**src/rtl/wb_pkg.sv**
```systemverilog
// Shared writeback-stage types: writeback source select and load size/sign codes.
package wb_pkg;

  typedef enum logic [2:0] {
    PC4   = 3'd0,
    PCIMM = 3'd1,
    IMM   = 3'd2,
    ALU   = 3'd3,
    MEM   = 3'd4
  } wb_sel_e;

  localparam logic [2:0] LB  = 3'd0;
  localparam logic [2:0] LH  = 3'd1;
  localparam logic [2:0] LW  = 3'd2;
  localparam logic [2:0] LD  = 3'd3;
  localparam logic [2:0] LBU = 3'd4;
  localparam logic [2:0] LHU = 3'd5;
  localparam logic [2:0] LWU = 3'd6;

endpackage

```
**src/rtl/wb_stage_load_ext.sv**
```systemverilog
// Load data extraction: picks the addressed field from the aligned word,
// sign/zero-extends it, and flags misaligned accesses.
module load_ext
  import wb_pkg::*;
#(
  parameter int XLEN = 32
) (
  input  logic [XLEN-1:0] raw,
  input  logic [2:0]      addr_lo,
  input  logic [2:0]      funct3,
  output logic [XLEN-1:0] data,
  output logic            misaligned
);

  // Byte offset uses only the bits that index within one XLEN word.
  localparam int OFFW = (XLEN == 64) ? 3 : 2;

  logic [OFFW-1:0] off;
  logic [XLEN-1:0] sh;
  logic            unused_addr;

  assign off         = addr_lo[OFFW-1:0];
  assign sh          = raw >> {off, 3'b000};
  assign unused_addr = ^addr_lo;

  always_comb begin
    data       = raw;
    misaligned = (off != '0);
    case (funct3)
      LB: begin
        data       = XLEN'($signed(sh[7:0]));
        misaligned = 1'b0;
      end
      LBU: begin
        data       = XLEN'(sh[7:0]);
        misaligned = 1'b0;
      end
      LH: begin
        data       = XLEN'($signed(sh[15:0]));
        misaligned = addr_lo[0];
      end
      LHU: begin
        data       = XLEN'(sh[15:0]);
        misaligned = addr_lo[0];
      end
      LW: begin
        data       = XLEN'($signed(sh[31:0]));
        misaligned = (addr_lo[1:0] != 2'b00);
      end
      LWU: begin
        // Only a real opcode on RV64; on RV32 it falls back to a full-width load.
        if (XLEN == 64) begin
          data       = XLEN'(sh[31:0]);
          misaligned = (addr_lo[1:0] != 2'b00);
        end
      end
      default: begin
        data = raw;
      end
    endcase
  end

endmodule

```
**src/rtl/wb_stage.sv**
```systemverilog
// MEM/WB pipeline register with writeback-source select, register-file
// write port / forwarding bus, and retired-instruction counter.
module wb_stage
  import wb_pkg::*;
#(
  parameter int XLEN   = 32,
  parameter int REG_AW = 5,
  parameter int CNT_W  = 64
) (
  input  logic              clk,
  input  logic              rst_n,
  input  logic              in_valid,
  output logic              in_ready,
  input  logic              stall,
  input  logic              flush,
  input  logic [XLEN-1:0]   pc,
  input  logic [XLEN-1:0]   imm,
  input  logic [XLEN-1:0]   alu_out,
  input  logic [XLEN-1:0]   mem_rdata,
  input  logic [2:0]        mem_addr_lo,
  input  logic [2:0]        funct3,
  input  logic [2:0]        wb_sel,
  input  logic [REG_AW-1:0] rd_addr,
  input  logic              rd_we,
  output logic              rf_we,
  output logic [REG_AW-1:0] rf_waddr,
  output logic [XLEN-1:0]   rf_wdata,
  output logic              misalign_err,
  output logic [CNT_W-1:0]  instret
);

  typedef struct packed {
    logic [XLEN-1:0]   pc;
    logic [XLEN-1:0]   imm;
    logic [XLEN-1:0]   alu;
    logic [XLEN-1:0]   rdata;
    logic [2:0]        addr_lo;
    logic [2:0]        funct3;
    logic [2:0]        sel;
    logic [REG_AW-1:0] rd;
    logic              rd_we;
  } wb_ent_t;

  wb_ent_t         ent_q;
  logic            valid_q;
  logic            retire;
  logic [XLEN-1:0] ld_data;
  logic            ld_mis;
  logic [XLEN-1:0] wdata;

  assign in_ready = !stall;
  assign retire   = valid_q && !stall && !flush;

  always_ff @(posedge clk) begin
    if (!rst_n) begin
      valid_q <= 1'b0;
      ent_q   <= '0;
      instret <= '0;
    end else begin
      if (retire) instret <= instret + CNT_W'(1);
      // Flush beats stall; a held entry is dropped without retiring.
      if (flush) begin
        valid_q <= 1'b0;
      end else if (!stall) begin
        valid_q <= in_valid;
        if (in_valid) begin
          ent_q.pc      <= pc;
          ent_q.imm     <= imm;
          ent_q.alu     <= alu_out;
          ent_q.rdata   <= mem_rdata;
          ent_q.addr_lo <= mem_addr_lo;
          ent_q.funct3  <= funct3;
          ent_q.sel     <= wb_sel;
          ent_q.rd      <= rd_addr;
          ent_q.rd_we   <= rd_we;
        end
      end
    end
  end

  load_ext #(.XLEN(XLEN)) u_load_ext (
    .raw        (ent_q.rdata),
    .addr_lo    (ent_q.addr_lo),
    .funct3     (ent_q.funct3),
    .data       (ld_data),
    .misaligned (ld_mis)
  );

  always_comb begin
    wdata = ent_q.alu;
    case (ent_q.sel)
      PC4:     wdata = ent_q.pc + XLEN'(4);
      PCIMM:   wdata = ent_q.pc + ent_q.imm;
      IMM:     wdata = ent_q.imm;
      ALU:     wdata = ent_q.alu;
      MEM:     wdata = ld_data;
      default: wdata = ent_q.alu;
    endcase
  end

  // Misaligned loads suppress the write but still retire.
  assign misalign_err = valid_q && (ent_q.sel == MEM) && ld_mis;
  assign rf_we        = valid_q && ent_q.rd_we && (ent_q.rd != '0) && !misalign_err;
  assign rf_waddr     = ent_q.rd;
  assign rf_wdata     = valid_q ? wdata : '0;

endmodule

```
**config.mk**
```make
export PLATFORM = sky130hd
export DESIGN_NAME = wb_stage
export DESIGN_NICKNAME = d
export VERILOG_FILES = /design/src/rtl/wb_pkg.sv /design/src/rtl/wb_stage_load_ext.sv /design/src/rtl/wb_stage.sv
export SDC_FILE = /design/constraint.sdc
export NUM_CORES = 1
export LEC_CHECK = 0
export CAP_MARGIN = 0
export CORE_UTILIZATION = 40
export DETAILED_ROUTE_END_ITERATION = 7
export HOLD_SLACK_MARGIN = 0.15
export PLACE_DENSITY = 0.77
export SLEW_MARGIN = 30
export SYNTH_ARGS = -nofsm -noshare
export SYNTH_HDL_FRONTEND = slang
export SYNTH_SLANG_ARGS = --single-unit
export TNS_END_PERCENT = 10
```
**constraint.sdc**
```tcl
create_clock -name clk -period 4.2 [get_ports clk]
set_input_delay 0.84 -clock clk [delete_from_list [all_inputs] [get_ports clk]]
set_output_delay 0.84 -clock clk [all_outputs]
set_load 0.05 [all_outputs]
```
Word-level counts from Yosys, hierarchy flattened
Cells that the tools add are included.
{"block": "totals", "inputBits": 148, "elab_cells": 47, "ff_bits": 207, "output_inout_bits": 104}
{"block": "classes", "eq_ne": 7, "add_sub_neg": 3, "muxes": 4, "n_reduce_logical": 18, "n_shift": 1, "bitwise": 3}
{"cell": "$pmux W32 S5", "count": 1}
{"cell": "$pmux W32 S4", "count": 1}
{"cell": "$add A64 B1 Y64 const B", "count": 1}
{"cell": "$add A32 B3 Y32 const B", "count": 1}
{"cell": "$add A32 B32 Y32", "count": 1}
{"cell": "$mux W32", "count": 1}
{"cell": "$shr A32 B5 Y32", "count": 1}
{"cell": "$eq A3 B3 Y1 const B", "count": 3}
{"cell": "$logic_and A1 B1 Y1", "count": 7}
{"cell": "$eq A3 B1 Y1 const B", "count": 2}
{"cell": "$eq A3 B2 Y1 const B", "count": 2}
{"cell": "$logic_not A3 Y1", "count": 2}
{"cell": "$reduce_or A2 Y1", "count": 3}
{"cell": "$reduce_bool A5 Y1", "count": 1}
{"cell": "$logic_not A1 Y1", "count": 3}
{"cell": "$not A1 Y1", "count": 3}
{"cell": "$reduce_and A3 Y1", "count": 1}
{"cell": "$pmux W1 S2", "count": 1}
{"cell": "$reduce_bool A2 Y1", "count": 1}

Longest topological paths before layout
{"block": "depth", "word_depth": 6, "depth_mapped": 11, "ltp_nobuf": 11}

By module
A second synthesis with hierarchy kept.
{"block": "unflattened", "cells_unflattened": 1672, "area_unflattened_um2": 12791.0}
{"module": "wb_stage", "seq_area_each_um2": 4164.0, "area_per_inst_um2": 11638.7, "cells_per_inst": 1497, "instances": 1}
{"module": "load_ext", "seq_area_each_um2": 0.0, "area_per_inst_um2": 1152.4, "cells_per_inst": 175, "instances": 1}

Worst setup path after synthesis
Ideal clock, no wire load.
{"block": "synth_timing", "kind": "flip-flop to output port", "startpoint": "register ent_q[79] (netlist bit)", "endpoint": "output rf_wdata[28]", "setup_slack_ns": -0.065, "required_time_ns": 3.360, "t_arrival_ns": 3.425, "path_stages_with_launch": 12, "path_buffers": 0, "cell_sequence": "dfxtp_1 ha_1 inv_1 fa_1 nand2b_1 a21oi_1 a21oi_1 o211ai_1 a41oi_1 o31ai_1 nor2_1 o32ai_1"}
{"block": "synth_via", "elab_chain_cells": 3}
{"element": "start, declared", "line_no": "wb_stage.sv:44", "text": "wb_ent_t ent_q;"}
{"element": "$add A32 B32 Y32", "line_no": "wb_stage.sv:93", "text": "PCIMM: wdata = ent_q.pc + ent_q.imm;"}
{"element": "$pmux W32 S4", "line_no": "wb_stage.sv:91", "text": "case (ent_q.sel)"}
{"element": "$mux W32", "line_no": "wb_stage.sv:105", "text": "assign rf_wdata = valid_q ? wdata : '0;"}
{"element": "end, declared", "line_no": "wb_stage.sv:27", "text": "output logic [XLEN-1:0] rf_wdata,"}
No other way between the ends.

Final worst setup path
{"block": "layout_timing", "startpoint": "register ent_q[111] (netlist bit)", "endpoint": "output rf_wdata[28]"}
{"block": "layout_via", "elab_chain_cells": 3, "word_cells_on_any_way": 4, "classes_between": "add/sub (2); mux (2)"}
{"element": "$add A32 B32 Y32 / $add A32 B3 Y32 (equally long branches)", "line_no": "wb_stage.sv:93, wb_stage.sv:92"}
{"element": "$pmux W32 S4 (*)", "line_no": "wb_stage.sv:91"}
{"element": "$mux W32 (*)", "line_no": "wb_stage.sv:105"}
Mark *: on every way between the ends. The rest lies on a longest branch, timed or not.

==> metrics.log <==
[metrics] die height: 178 um
[metrics] number of max-slew violations in the final report: 0
[metrics] combined area of the multi-input logic cells: 8120 um^2
[metrics] headroom to the max-slew limit: 44.9%
[metrics] reg2reg path depth: 7
[metrics] ANT nets after route: 0
[metrics] top cell type by total area after synthesis: dfxtp_1
[metrics] clock net sink count: 207
[metrics] number of fill cells: 2881
[metrics] EDFF count, synth: 0
[metrics] per-cell routed wire length: 18.8 um
[metrics] P&R area growth vs syn: 34.6%
[metrics] netlist area before placement: 12400 um^2
[metrics] PD cells: 280 nW/um^2
[metrics] top cell type's share of synthesized area: 33.4%
[metrics] final setup slack of the worst path: -0.00242 ns
[metrics] Async SR Flop Fraction: 0%
[metrics] worst hold endpoint: ent_q[76]
[metrics] clock-pin slew on the worst setup and hold paths: 0.07 ns
[metrics] actual transition at the worst max-transition pin: 0.824 ns
[metrics] setup slack after placement: 0.306 ns
[metrics] most frequent cell after synthesis: nand2_1
[metrics] CP arrival: 3.36 ns
[metrics] global-route wire length before repair: 65200 um
[metrics] DPL Wire Length: 32000 um
[metrics] Routed WL: 42700 um
[metrics] number of instances on the worst hold path: 2
[metrics] Yosys warning count: 0
[metrics] endpoint of the lowest-slack register-to-register path: instret[42]
[metrics] number of I/O port buffers: 250
[metrics] area of the core: 30600 um^2
[metrics] Clk Latency, worst-skew pair: 0.54 ns
[metrics] Tcrit/Tclk final: 100%
[metrics] Tmin final: 4.20 ns
[metrics] startpoint of the most critical register-to-register path: valid_q
[metrics] number of buffers inserted during clock tree synthesis: 23
[metrics] data required time of the worst path: 3.36 ns
[metrics] cell with the biggest individual delay on the critical path: dfxtp_4
[metrics] global router's overall resource usage: 26.1%
[metrics] ordered cell list for the critical path: ha_4 > inv_1 > fa_1 > nand2b_1 > a21oi_2 > a21oi_2 > o211ai_1 > a41oi_2 > o31ai_2 > nor2_1 > o32ai_2 > buf_6
[metrics] number of iterations in the first detailed-routing pass: 8
[metrics] path type of the worst setup path: flip-flop to primary output
[metrics] Static Leakage: 5.80 nW
[metrics] number of global-route vias before repair: 12200
[metrics] NumNets Final: 2044
[metrics] number of synthesized register bits: 207
[metrics] buffers from clock root to sink, at most: 3
[metrics] setup slack on the worst flop-to-flop path: 1.47 ns
[metrics] startpoint class of the critical path: flip-flop
[metrics] total die area: 31800 um^2
[metrics] utilization after layout: 54.7%
[metrics] weighted congestion at the end of routability-driven global placement: 1.03
[metrics] worst hold slack after final layout: 0.471 ns
[metrics] number of placed I/O pins: 252
[metrics] dominant register cell in the synthesized netlist: dfxtp_1
[metrics] area occupied by registers: 4190 um^2
[metrics] post-DR vias/cell: 5.59
[metrics] remaining routing DRC violations: 1
[metrics] Hold WC Path Type: flip-flop to flip-flop
[metrics] most prevalent standard cell on the critical path: a21oi_2
[metrics] Core Rows: 64
[metrics] total count of hold-check failures in the final report: 0
[metrics] # Max-Cap Violations: 0
[metrics] IR Drop Worst-Case VDD: 0.000299 V
[metrics] violated checks: DRC, setup timing
[metrics] cts-stage hold buffer count: 0
[metrics] critical hold path startpoint: ent_q[76]
[metrics] most frequent cells after synthesis: 366 x nand2_1, 207 x dfxtp_1, 154 x a21boi_0
[metrics] Mapped Nets: 1816
[metrics] run status: finished, violations left
[metrics] Unique masters post-synth: 75
[metrics] CP peak stage delay: 0.38 ns
[metrics] final clock skew: 0.00712 ns
[metrics] largest net degree at the start of global routing: 143
[metrics] layout cell share with drive strength beyond 1: 11.8%
[metrics] unrepaired setup endpoints after global routing: yes
[metrics] H-tree levels: 1
[metrics] crit-path max FO: 3
[metrics] width of the die: 178 um
[metrics] final number of setup-violating endpoints: 1
[metrics] clock root buffer: clkbuf_16
[metrics] total congestion overflow after global routing: 0
[metrics] number of violations reported at the end of detailed-routing iteration 0: 1040
[metrics] achievable clock frequency: 238 MHz
[metrics] element type at the critical path end: primary output
[metrics] CTS tree: built
[metrics] count of mapped cells out of synthesis: 1634
[metrics] fraction of the yosys area taken by sequential cells: 33.4%
[metrics] cell types occupying the most area after synthesis: dfxtp_1 33%, nand2_1 11%, a21boi_0 9.3%
[metrics] number of antenna violations at the first check in global routing: 6
[metrics] vias after detailed routing: 12700
[metrics] synthesized area divided by synthesized cell count: 7.60 um^2
[metrics] effective utilization at floorplan: 40.6%
[metrics] launch point of the worst path: ent_q[111]
cell families after synthesis:
kind of cell             after synthesis  synth area share, %
AND/OR/NAND/NOR                      694                 25.7
AO/OA/AOI/OAI                        444                 24.2
flip-flops                           207                 33.4
buffers and inverters                134                 4.28
XOR/XNOR                              97                 6.84
adder cells (fa/ha/maj)               34                 3.48
multiplexers                          24                 2.18
layout by cell type (no fill, tap or decap), types with 9 or more instances in the layout:
| master | Yosys | layout |
|---|---|---|
| a21o_1 | 9 | 9 |
| buf_4 | 6 | 67 |
| ha_1 | 33 | 18 |
| clkdlybuf4s50_1 | 0 | 218 |
| inv_1 | 32 | 32 |
| and3_1 | 16 | 15 |
| clkbuf_16 | 0 | 23 |
| a221oi_1 | 13 | 11 |
| mux2i_1 | 17 | 17 |
| nor3_1 | 19 | 17 |
| nor2_1 | 98 | 94 |
| xnor2_1 | 69 | 69 |
| dfxtp_1 | 207 | 183 |
| ha_4 | 0 | 11 |
| a21boi_0 | 154 | 154 |
| o221ai_1 | 10 | 9 |
| nand3_1 | 47 | 45 |
| o21ai_0 | 87 | 82 |
| a22oi_1 | 10 | 10 |
| nand4_1 | 19 | 19 |
| and2_1 | 54 | 53 |
| xor2_1 | 28 | 27 |
| or3_1 | 26 | 24 |
| a21oi_1 | 72 | 66 |
| nor2b_1 | 10 | 10 |
| o21a_1 | 9 | 9 |
| nand2_1 | 366 | 366 |
| dfxtp_2 | 0 | 18 |
| and4_1 | 11 | 11 |
| a31oi_1 | 12 | 9 |
| o211ai_1 | 10 | 10 |
| buf_12 | 0 | 13 |
layer usage:
| layer | vias up | global-route usage (%) | part of all wire, % |
|---|---|---|---|
| li1 | 6158 | - | - |
| met1 | 5977 | 31.5 | 41 |
| met2 | 485 | 43.0 | 45 |
| met3 | 110 | 8.14 | 9.5 |
| met4 | 4 | 10.5 | 4.2 |
| met5 | - | 0 | 0.075 |
state kept, by name, indices dropped and copies added, names as in the netlist:
register  count
ent_q       137
instret      64
rf_waddr      5
valid_q       1
how the worst max path moves through the flow:
| stage | depth (start not counted) | to | slack, ns |
|---|---|---|---|
| 2_1_floorplan | 10 | rf_wdata[29] | 0.21 |
| 3_3_place_gp | 10 | rf_wdata[29] | 0.32 |
| 3_5_place_dp | 10 | rf_wdata[29] | 0.31 |
| 4_1_cts | 10 | rf_wdata[23] | -0.09 |
| 5_1_grt | 12 | rf_wdata[28] | -0.05 |
| 6_report | 12 | rf_wdata[28] | -0.002 |
where the power goes:
group	total, W	internal [W]	switching (W)
logic	0.000526	0.000266	0.000260
registers	0.00207	0.00201	0.0000606
clock network	0.00209	0.00122	0.000864
total	0.00468	0.00350	0.00118
critical path, delay by kind of cell, from the launching register on:
kind	cells	cell delay, ns
adders and majority gates	2	0.52
buffers and inverters	2	0.26
DFF	1	0.38
and+or+nand+nor	2	0.25
AOI/OAI and AO/OA	6	1.42
layout make-up:
class,count,area share [%]
clock inverter,8,0.659
clock buffer,32,3.94
tap,396,2.96
inverter,33,0.741
timing repair buffer,304,18.0
sequential,207,25.1
multi-input combinational,1293,48.6
antenna,4,0.0599
what timing repair did:
item | in CTS | in global routing
setup endpoints to repair | 12 | 17
cloned | 0 | 0
gates resized for setup | 27 | 75
pin swaps | 4 | 18
endpoints found under the hold margin | 0 | 0
setup buffers | 2 | 9
per-stage QoR:
step	area (um^2)	TNS (ns)	std cells	total power [W]
after floorplan	12400	0	1634	0.00235
after global placement	15400	0	2221	0.00260
after detailed placement	15400	0	2222	0.00261
after CTS	16300	-0.156	2264	0.00470
after global routing	16700	-0.0804	2274	0.00484
final	16700	-0.00242	2277	0.00468
(Power assumes the default switching activity.)
